--- config.mk ---
export PLATFORM = sky130hd
export DESIGN_NAME = nco_clk_div
export DESIGN_NICKNAME = d
export VERILOG_FILES = /design/src/rtl/nco_clk_div_pkg.sv /design/src/rtl/nco_phase_acc.sv /design/src/rtl/nco_clk_div.sv
export SDC_FILE = /design/constraint.sdc
export NUM_CORES = 1
export LEC_CHECK = 0
export BUFFER_PORTS_ARGS = -buffer_cell sky130_fd_sc_hd__buf_4
export CAP_MARGIN = 20
export CORE_MARGIN = 1
export CORE_UTILIZATION = 45
export CTS_CLUSTER_SIZE = 24
export DETAILED_ROUTE_END_ITERATION = 10
export PLACE_DENSITY_LB_ADDON = 0.08
export SKIP_LAST_GASP = 1
export SYNTH_ARGS = -nofsm -noshare
export SYNTH_HDL_FRONTEND = slang
export SYNTH_SLANG_ARGS = --single-unit
export TNS_END_PERCENT = 1
--- constraint.sdc ---
create_clock -name clk_in -period 5.1 [get_ports clk_in]
set_input_delay 0.765 -clock clk_in [delete_from_list [all_inputs] [get_ports clk_in]]
set_output_delay 0.765 -clock clk_in [all_outputs]
set_load 0.02 [all_outputs]
--- src/rtl/nco_clk_div_pkg.sv ---
// nco_clk_div_pkg: shared state encoding, default width and increment clamp
package nco_clk_div_pkg;
  localparam int ACC_W_DEF = 24;
  typedef enum logic [1:0] {IDLE = 2'd0, RUN = 2'd1, STOP = 2'd2} state_t;
  function automatic logic [31:0] clamp_inc(input logic [31:0] v, input int unsigned w);
    logic [31:0] lim;
    lim = 32'd1 << (w - 1);
    return (v > lim) ? lim : v;
  endfunction
endpackage

--- src/rtl/nco_phase_acc.sv ---
// nco_phase_acc: modulo-2^W phase accumulator with carry out and synchronous clear
module nco_phase_acc #(
  parameter int W = 24
) (
  input  logic         clk_in,
  input  logic         reset_n,
  input  logic         clr,
  input  logic         en,
  input  logic [W-1:0] inc,
  output logic [W-1:0] acc,
  output logic         carry
);
  logic [W:0] sum;
  assign sum = {1'b0, acc} + {1'b0, inc};
  assign carry = en & sum[W];
  // clear wins over accumulate so a stop lands on phase 0
  always_ff @(posedge clk_in or negedge reset_n)
    if (!reset_n) acc <= '0;
    else if (clr) acc <= '0;
    else if (en) acc <= sum[W-1:0];
endmodule

--- src/rtl/nco_clk_div.sv ---
// nco_clk_div: phase-accumulator fractional divider with two wrap-synchronised FSK increments
module nco_clk_div
  import nco_clk_div_pkg::*;
#(
  parameter int ACC_W = ACC_W_DEF,
  parameter logic [ACC_W-1:0] INC0_RST = ACC_W'(2 ** (ACC_W - 4)),
  parameter logic [ACC_W-1:0] INC1_RST = ACC_W'(2 ** (ACC_W - 3))
) (
  input  logic             clk_in,
  input  logic             reset_n,
  input  logic             enable,
  input  logic             fsk_bit,
  input  logic             cfg_wr,
  input  logic             cfg_sel,
  input  logic [ACC_W-1:0] cfg_data,
  output logic             clk_out,
  output logic             tick,
  output logic             running,
  output logic             cfg_pending
);
  state_t state, state_nxt;
  logic [ACC_W-1:0] inc [2];
  logic [ACC_W-1:0] pend [2];
  logic [1:0] pend_f;
  logic [ACC_W-1:0] acc, inc_act, wr_val;
  logic sel_q, tick_q, wrap, idle, xfer, stop_end;
  assign idle = state == IDLE;
  assign inc_act = sel_q ? inc[1] : inc[0];
  assign xfer = wrap | idle;
  assign stop_end = (state == STOP) & ~enable & (wrap | (inc_act == '0));
  assign wr_val = ACC_W'(clamp_inc(32'(cfg_data), ACC_W));
  assign clk_out = acc[ACC_W-1];
  assign tick = tick_q;
  assign running = ~idle;
  assign cfg_pending = |pend_f;
  nco_phase_acc #(.W(ACC_W)) u_acc (
    .clk_in (clk_in),
    .reset_n(reset_n),
    .clr    (idle | stop_end),
    .en     (~idle),
    .inc    (inc_act),
    .acc    (acc),
    .carry  (wrap)
  );
  // run request always wins; otherwise idle stays idle and stop ends on a wrap
  always_comb state_nxt = enable ? RUN : (idle | stop_end) ? IDLE : STOP;
  // state register
  always_ff @(posedge clk_in or negedge reset_n)
    if (!reset_n) state <= IDLE;
    else state <= state_nxt;
  // tone select and tick only change on period boundaries
  always_ff @(posedge clk_in or negedge reset_n)
    if (!reset_n) begin
      sel_q  <= 1'b0;
      tick_q <= 1'b0;
    end else begin
      tick_q <= wrap;
      if (xfer) sel_q <= fsk_bit;
    end
  // shadowed increments: older value transfers, a same-edge write stays pending
  always_ff @(posedge clk_in or negedge reset_n)
    if (!reset_n) begin
      inc[0] <= INC0_RST;
      inc[1] <= INC1_RST;
      pend[0] <= '0;
      pend[1] <= '0;
      pend_f <= '0;
    end else
      for (int i = 0; i < 2; i++) begin
        if (xfer && pend_f[i]) inc[i] <= pend[i];
        if (cfg_wr && cfg_sel == 1'(i)) begin
          pend[i] <= wr_val;
          pend_f[i] <= 1'b1;
        end else if (xfer) pend_f[i] <= 1'b0;
      end
endmodule

==> summary.txt, run 1 <==
Route
  • First drt pass iteration count: 6
  • Final WL: between 10000 and 15000 um
  • Via/cell ratio: 5.401
  • Drt wl/cell: 17.32 um
  • Iteration-0 DRC count of the detailed router: 213
  • Routed Antenna Nets: 0
  • Drt drc: 0
  • Via count: 4283

Die
  • Die X: 120.7 um
  • Die Area: 14560 um2
  • Starting Density: 46.91%
  • Num rows: 42
  • Core area: 13510 um2
  • Die Ht: ~120 um
  • Number of top-level pins: 34

Critical path
  • Worst-path fanout max: 17
  • Worst EP arrival: 4.54 ns
  • Setup crit end kind: register
  • Worst r2r src: sel_q
  • Worst r2r dst: u_acc.acc[10]
  • Largest stage delay, worst path: 0.83 ns
  • Reg2Reg Depth: 11
  • Flop2flop setup slack: 0.87 ns
  • Setup crit start kind: register
  • Crit-path cells: buf_4 > mux2_2 > ha_1 > and4_4 > nand2_2 > a2111o_1 > a211o_1 > nand2_2 > o21a_1 > buf_4 > and3b_1
  • Worst path slowest cell: dfrtp_1
  • Crit Path Class: register to register
  • Worst endpoint required time: 5.41 ns

Layout
  • Layout cell share with drive strength beyond 1: around 25%
  • Final net count: ~660
  • Antenna diode count: 0
  • Most common cell after layout, fill and taps aside: dfrtp_1
  • Most frequent cells in the layout: 124 x dfrtp_1, 78 x nand2_1, 53 x o21ai_0
  • Final std cells w/o fill: 793
  • Layout area overhead: 15.82%

Placement
  • DP HPWL: about 9800 um
  • Pre-CTS WS: around 0.83 ns
  • Port bufs: 33
  • Placed Cells: 761
  • GPL Wtd Cong: 0.8495

Global route
  • Remaining Overflow, GRT: 0
  • Global-route wire length before repair: 23170 um
  • Initial antenna violation count: 0
  • Largest net degree at the start of global routing: a little under 60
  • Vias in the first global route: 4427
  • Total track usage: 21.10%

Power
  • Seq pwr share: 31.5%
  • Sw Share: between 30% and 40%
  • PD cells: ~630 nW/um2
  • Clk network pwr share: 27.0%
  • Pleak: between 3 and 4 nW
  • P_sw: 1.664 mW
  • Logic pwr share: 41.5%
  • Worst VDD drop: between 0.2 and 0.3 mV
  • Int Pwr: 2.966 mW
  • Total power: ~4.6 mW

Synthesis
  • Syn_nets: 625
  • Mean post-synth cell area: between 10 and 15 um2
  • Synth warnings: 0
  • Area fraction in compound gates after synthesis: between 10% and 20%
  • Simple-gate share of the synthesized area: 12.62%
  • Mapped Area: 6335 um2
  • Post-Synth XOR/XNOR Area: 2.074%
  • Main combinational cell family by area after synthesis: multiplexers
  • Mapped Cells: 570
  • Largest cells by area after synthesis: dfrtp_1 49%, mux2_4 9.5%, mux2_2 6.0%
  • Ys flop type: dfrtp_1
  • Synth Area in Adders: 5.056%
  • Post-synth EDFFs: 0
  • Flop and latch count out of synthesis: 126
  • Post-synthesis cell type count: 51
  • Mux cell area share after synthesis: 16.00%
  • Area share of the largest cell type after synthesis: 48.98%
  • Leading area contributor after synthesis: dfrtp_1
  • Ys async rst share: 100.0%
  • Register area share after synthesis: 49.81%

STA
  • Worst Skew: 0.007461 ns
  • Max-slew violations: 0
  • Final worst path period need: 4.230 ns
  • Tightest Pin Transition: 0.9635 ns
  • Hold Fails Final Rpt: 0
  • Hold_ws: 0.3958 ns
  • Final period utilization: between 80% and 90%
  • RSZ-0062 raised after global routing: no
  • Worst slew margin: 35.61%
  • Fmax: 236.4 MHz
  • Setup TNS: 0 ns
  • Final-report setup violation count: 0
  • Fin worst setup slack: ~0.87 ns

Clocking
  • Post-CTS resize count: 0
  • Worst-path clk slew: 0.06 ns
  • Clock sink count: 126
  • Clk buf depth: 2
  • Worst-Skew Late Latency: 0.42 ns
  • Clock root cell: clkbuf_16
  • H-Tree Depth: 4
  • Post-CTS Setup Bufs: 0
  • CTS Hold Buffers Added: 0
  • CTS tree: done
  • CTS Buf Count: 17

Job
  • Max_cap viols: 0

Hold path
  • Hold Crit Class: input port to asynchronous set/reset pin

Run status
  • Status: finished clean
-- stage by stage --
stage	instance area, um2	utilization [%]
floorplan	6335	-
global placement	6728	49.81
detailed placement	6728	49.81
CTS	7337	54.33
global route	7337	54.33
finish	7337	54.33
-- synthesized netlist by cell type (2+ instances only) --
cell and instances:
o21a_1 3, o21bai_1 2, o21ai_4 2, dfstp_2 2, a211o_1 2, xor2_1 11, nand2_1 78, mux2_4 40
nand2_2 2, a21o_1 13, ha_1 24, xnor2_1 4, a31oi_1 7, o2111ai_1 2, a21oi_1 21, buf_2 3
nor2_1 29, and4_1 2, or2_2 2, a221oi_1 2, buf_6 4, nor2b_1 6, nand2b_1 12, inv_1 11
or3_1 2, nand4b_1 2, nor3_1 6, nor3b_1 3, clkbuf_1 17, o211ai_1 5, a2111oi_0 2, mux2i_1 3
and2_1 2, nand4_1 3, nor4_1 10, dfrtp_1 124, o21ai_0 53, mux2_2 34, nand3_1 8
-- area by class of cell --
class / count / area (um2)
Tap cell: 176 / 220.2
Clock inverter: 15 / 183.9
Sequential cell: 126 / 3156
Timing Repair Buffer: 41 / 307.8
Inverter: 11 / 41.29
Fill cell: 1145 / 6168
Multi-Input combinational cell: 407 / 3003
Clock buffer: 17 / 425.4
-- flip-flops by register name (all words and copies together) (netlist names) --
signal,cells
u_acc.acc,24
state,2
inc,48
tick,1
pend,48
pend_f,2
sel_q,1
-- logic make-up (layout without fill, tap and decap cells) --
family	after synthesis	after routing
AOI/OAI and AO/OA	120	120
xor gates and xnor gates	15	15
adders and majority gates	25	25
buffers and inverters	37	84
DFF	126	126
muxes	77	77
and+or+nand+nor	170	170
-- metal layers --
metal	track usage, %	part of all wire, %
met5	0	0
met4	6.173	1.4
met2	33.55	46
met3	5.047	3.0
met1	28.67	50
-- critical path, delay by kind of cell, from the launching register on --
kind | cells | cell delay [ns]
AOI/OAI and AO/OA | 3 | 1.20
DFF | 1 | 0.83
and+or+nand+nor | 4 | 0.69
buffers and inverters | 2 | 0.61
muxes | 1 | 0.39
adders and majority gates | 1 | 0.39
-- power by group through the flow --
stage                     registers (mW)  clock network, mW  logic (mW)
after floorplan                     1.40                  0        1.55
after global placement              1.46                  0        1.87
after detailed placement            1.47                  0        1.91
after CTS                           1.46               1.27        1.92
after global routing                1.49               1.32        2.12
final                               1.46               1.25        1.92
-- how the worst max path moves through the flow --
stage	from	endpoint	slack (ns)
after global routing	sel_q	u_acc.acc[10]	0.62
final	sel_q	u_acc.acc[10]	0.87
after detailed placement	sel_q	u_acc.acc[10]	0.83
after floorplan	sel_q	inc[10]	1.57
after CTS	sel_q	u_acc.acc[10]	0.81
after global placement	sel_q	u_acc.acc[10]	0.91
Note: power is estimated with default switching activity, not from simulation.
==> run 2, diff against run 1 <==
ABC_AREA = 1   (was not set)
clock period = 4.09 ns   (was 5.1 ns; I/O delays follow)
==> run 2 against run 1 <==
Non-clock buffer count is 1 higher. Largest power group unchanged. First-iteration DRC count is 86% higher. Final cell count is 44% higher. Largest cell class is now multi-input combinational cells. Flip-flop and latch count stayed put. Clock-buffer cell count is 2 higher. Via count is 34% higher.
==> summary.txt, run 2 <==
STA
  • Worst Skew: 0.007962 ns (+0.0005011 ns)
  • Worst slew margin: 44.37% (+8.8 points)
  • Hold_ws: 0.2890 ns (-0.1068 ns)
  • RSZ-0062 raised after global routing: no
  • Tightest Pin Transition: 0.8344 ns (-0.1291 ns)
  • Fmax: 323.2 MHz (+37%)
  • Setup TNS: 0 ns (unchanged)
  • Hold Fails Final Rpt: 0 (unchanged)
  • Final worst path period need: 3.094 ns (-1.136 ns)
  • Final-report setup violation count: 0 (unchanged)
  • Max-slew violations: 0 (unchanged)
  • Final period utilization: 75.66% (-7.3 points)

Route
  • Routed Antenna Nets: 0 (unchanged)
  • Iteration-0 DRC count of the detailed router: 397 (+86%)
  • Via/cell ratio: 5.030 (-6.9%)
  • Wl on met1: 8616 um (+26%)
  • Wire length on met3: 609 um (+47%)
  • Drt wl/cell: 14.72 um (-15%)
  • Drt drc: 0 (unchanged)
  • Via count: 5739 (+34%)
  • DR WL met2: 7317 um (+16%)
  • Final WL: 16800 um (+22%)
  • First drt pass iteration count: 4 (-2)
  • Max Used Layer: met4

Synthesis
  • Syn_nets: 973 (+56%)
  • Area fraction in compound gates after synthesis: 4.135% (-7.5 points)
  • Flop and latch count out of synthesis: 126 (unchanged)
  • Post-synth EDFFs: 0 (unchanged)
  • Main combinational cell family by area after synthesis: simple AND/OR/NAND/NOR gates
  • Synth warnings: 0 (unchanged)
  • Mapped Area: 6869 um2 (+8.4%)
  • Largest cells by area after synthesis: dfrtp_1 45%, nand2_1 21%, nand3_1 8.1%
  • Register area share after synthesis: 45.94% (-3.9 points)
  • Ys async rst share: 100.0% (unchanged)
  • Post-synth top cells: 383 x nand2_1, 124 x dfrtp_1, 111 x nand3_1
  • Post-Synth XOR/XNOR Area: 1.785% (-0.29 points)
  • Synth Area in Adders: 4.663% (-0.39 points)
  • Most common cell in the synthesized netlist: nand2_1
  • Leading area contributor after synthesis: dfrtp_1
  • Ys flop type: dfrtp_1
  • Area share of the largest cell type after synthesis: 45.17% (-3.8 points)
  • Mux cell area share after synthesis: 0% (-16 points)
  • Mapped Cells: 918 (+61%)
  • Mean post-synth cell area: 7.483 um2 (-33%)
  • Post-synthesis cell type count: 34 (-33%)
  • Simple-gate share of the synthesized area: 36.43% (+24 points)

Clocking
  • CTS tree: done
  • CTS Buf Count: 17 (unchanged)
  • Post-CTS Setup Bufs: 0 (unchanged)
  • CTS Hold Buffers Added: 0 (unchanged)
  • Worst-Skew Late Latency: 0.42 ns (about the same)
  • Post-CTS resize count: 0 (unchanged)
  • Clk buf depth: 2 (unchanged)
  • H-Tree Depth: 4 (unchanged)
  • Clock sink count: 126 (unchanged)
  • Worst-path clk slew: 0.06 ns (about the same)
  • Clock root cell: clkbuf_16

Power
  • Worst VDD drop: 0.3932 mV (+36%)
  • PD cells: 828.6 nW/um2 (+31%)
  • Seq pwr share: 28.8% (-2.7 points)
  • Pleak: 4.338 nW (+22%)
  • Sw Share: 42.91% (+7.0 points)
  • Clk network pwr share: 24.2% (-2.8 points)
  • Total power: 6.503 mW (+40%)
  • P_sw: 2.791 mW (+68%)
  • Int Pwr: 3.713 mW (+25%)
  • Logic pwr share: 47.0% (+5.5 points)

Die
  • Starting Density: 46.73% (-0.17 points)
  • Num rows: 44 (+4.8%)
  • Die Ht: 125.6 um (+4.1%)
  • Die Area: 15760 um2 (+8.3%)
  • Die X: 125.6 um (+4.1%)
  • Number of top-level pins: 34 (unchanged)
  • Core area: 14700 um2 (+8.8%)

Layout
  • Design Area, Final: 7849 um2 (+7.0%)
  • Leading registers by flop count: inc (48), pend (48), u_acc.acc (24)
  • Fill count: 1469 (+28%)
  • Layout area overhead: 14.26%
  • Most common cell after layout, fill and taps aside: nand2_1
  • Final std cells w/o fill: 1141 (+44%)
  • Area of the multi-input gates: 3229 um2 (+7.5%)
  • Layout cell share with drive strength beyond 1: 11.39% (-14 points)
  • Final net count: 1000 (+52%)
  • Most frequent cells in the layout: 383 x nand2_1, 124 x dfrtp_1, 111 x nand3_1
  • Antenna diode count: 0 (unchanged)
  • Reg area: 3156 um2 (unchanged)

Critical path
  • Crit Path Class: register to register
  • Worst r2r src: sel_q
  • Largest stage delay, worst path: 0.41 ns (-0.42 ns)
  • CP Launch Point: sel_q
  • Worst endpoint required time: 4.44 ns (-0.97 ns)
  • Cell mode on critical path: nand2_1
  • Setup crit start kind: register
  • Worst EP arrival: 3.45 ns (-1.09 ns)
  • Worst-path fanout max: 41 (+24)
  • Setup crit end kind: register
  • Crit-path cells: inv_2 > nand2_1 > nand2_1 > ha_1 > inv_1 > fa_1 > inv_1 > nand2_1 > nand2_1 > nand3_1 > nand2_1 > nand2_1 > nand4_4 > buf_4 > nand3_1 > nand2_1
  • Worst path slowest cell: fa_1

Global route
  • Total track usage: 23.15% (+2.1 points)
  • Remaining Overflow, GRT: 0 (unchanged)
  • Initial antenna violation count: 0 (unchanged)
  • Largest net degree at the start of global routing: 65 (+12%)
  • Global-route wire length before repair: 28930 um (+25%)
  • Vias in the first global route: 5736 (+30%)

Placement
  • GPL Wtd Cong: 0.9521 (+12%)
  • Placed Cells: 1110 (+46%)
  • Port bufs: 33 (unchanged)
  • DP HPWL: 12070 um (+24%)
  • Placement Cell Area: 7236 um2 (+7.6%)

Run status
  • Status: finished clean

Job
  • Max_cap viols: 0 (unchanged)

Hold path
  • Hold Crit Class: input port to asynchronous set/reset pin
-- run 2: cell count changes after synthesis, moves of 7 or more --
cell	change
a21o_1	-13
a31oi_1	-7
buf_2	+12
inv_1	+65
mux2_2	-34
mux2_4	-40
nand2_1	+305
nand2b_1	-12
nand3_1	+103
nand4_1	+8
nor2_1	+16
nor2_2	+22
nor4_1	-7
o21ai_0	-35
-- run 2: stage by stage --
stage / util, % / worst slack (ns)
2_1_floorplan: - / 1.637
3_3_place_gp: 49.23 / 1.065
3_5_place_dp: 49.23 / 0.9726
4_1_cts: 53.40 / 0.9653
5_1_grt: 53.40 / 0.6748
6_report: 53.40 / 0.9956
-- run 2: worst max-delay path, delay by kind of cell (launching register included) --
family	cells	cell delay (ns)
fa+ha+maj	2	0.61
simple gates	10	1.16
buf+inv	4	0.85
flops	1	0.38
-- run 2: final timing paths --
check                                    end  slack, ns  cells past startpoint
worst max-delay path                  inc[9]        1.0                     16
worst min-delay path            u_acc.acc[7]       0.29                      1
worst max register to register        inc[9]        1.0                     16
worst min register to register        inc[3]       0.47                      2
max in group asynchronous            inc[44]       2.97                      2
min in group clk_in                 state[0]       0.33                      1
-- run 2: cell families after synthesis --
group,Yosys count
AO/OA/AOI/OAI,52
XOR/XNOR,14
adder cells (fa/ha/maj),25
buffers and inverters,112
flip-flops,126
AND/OR/NAND/NOR,589
-- run 2: metal layers --
| metal | GRT usage (%) | vias to the layer above |
|---|---|---|
| met3 | 4.536 | 24 |
| met2 | 35.59 | 115 |
| li1 | - | 2966 |
| met5 | 0 | - |
| met1 | 33.20 | 2634 |
| met4 | 6.385 | 0 |
-- run 2: area by class of cell --
| class | instances | area share, % |
|---|---|---|
| multi-input combinational | 680 | 41.14 |
| inverter | 78 | 3.730 |
| tap | 184 | 2.933 |
| timing repair buffer | 42 | 4.177 |
| clock buffer | 19 | 5.771 |
| clock inverter | 12 | 2.040 |
| sequential | 126 | 40.20 |
-- run 2: power groups by stage --
stage               Sequential, mW  Clock [mW]  Combinational, mW
floorplan                     1.82           0               2.42
finish                        1.87        1.58               3.06
global route                  1.92        1.66               3.50
detailed placement            1.89           0               3.07
CTS                           1.87        1.60               3.08
global placement              1.89           0               3.05
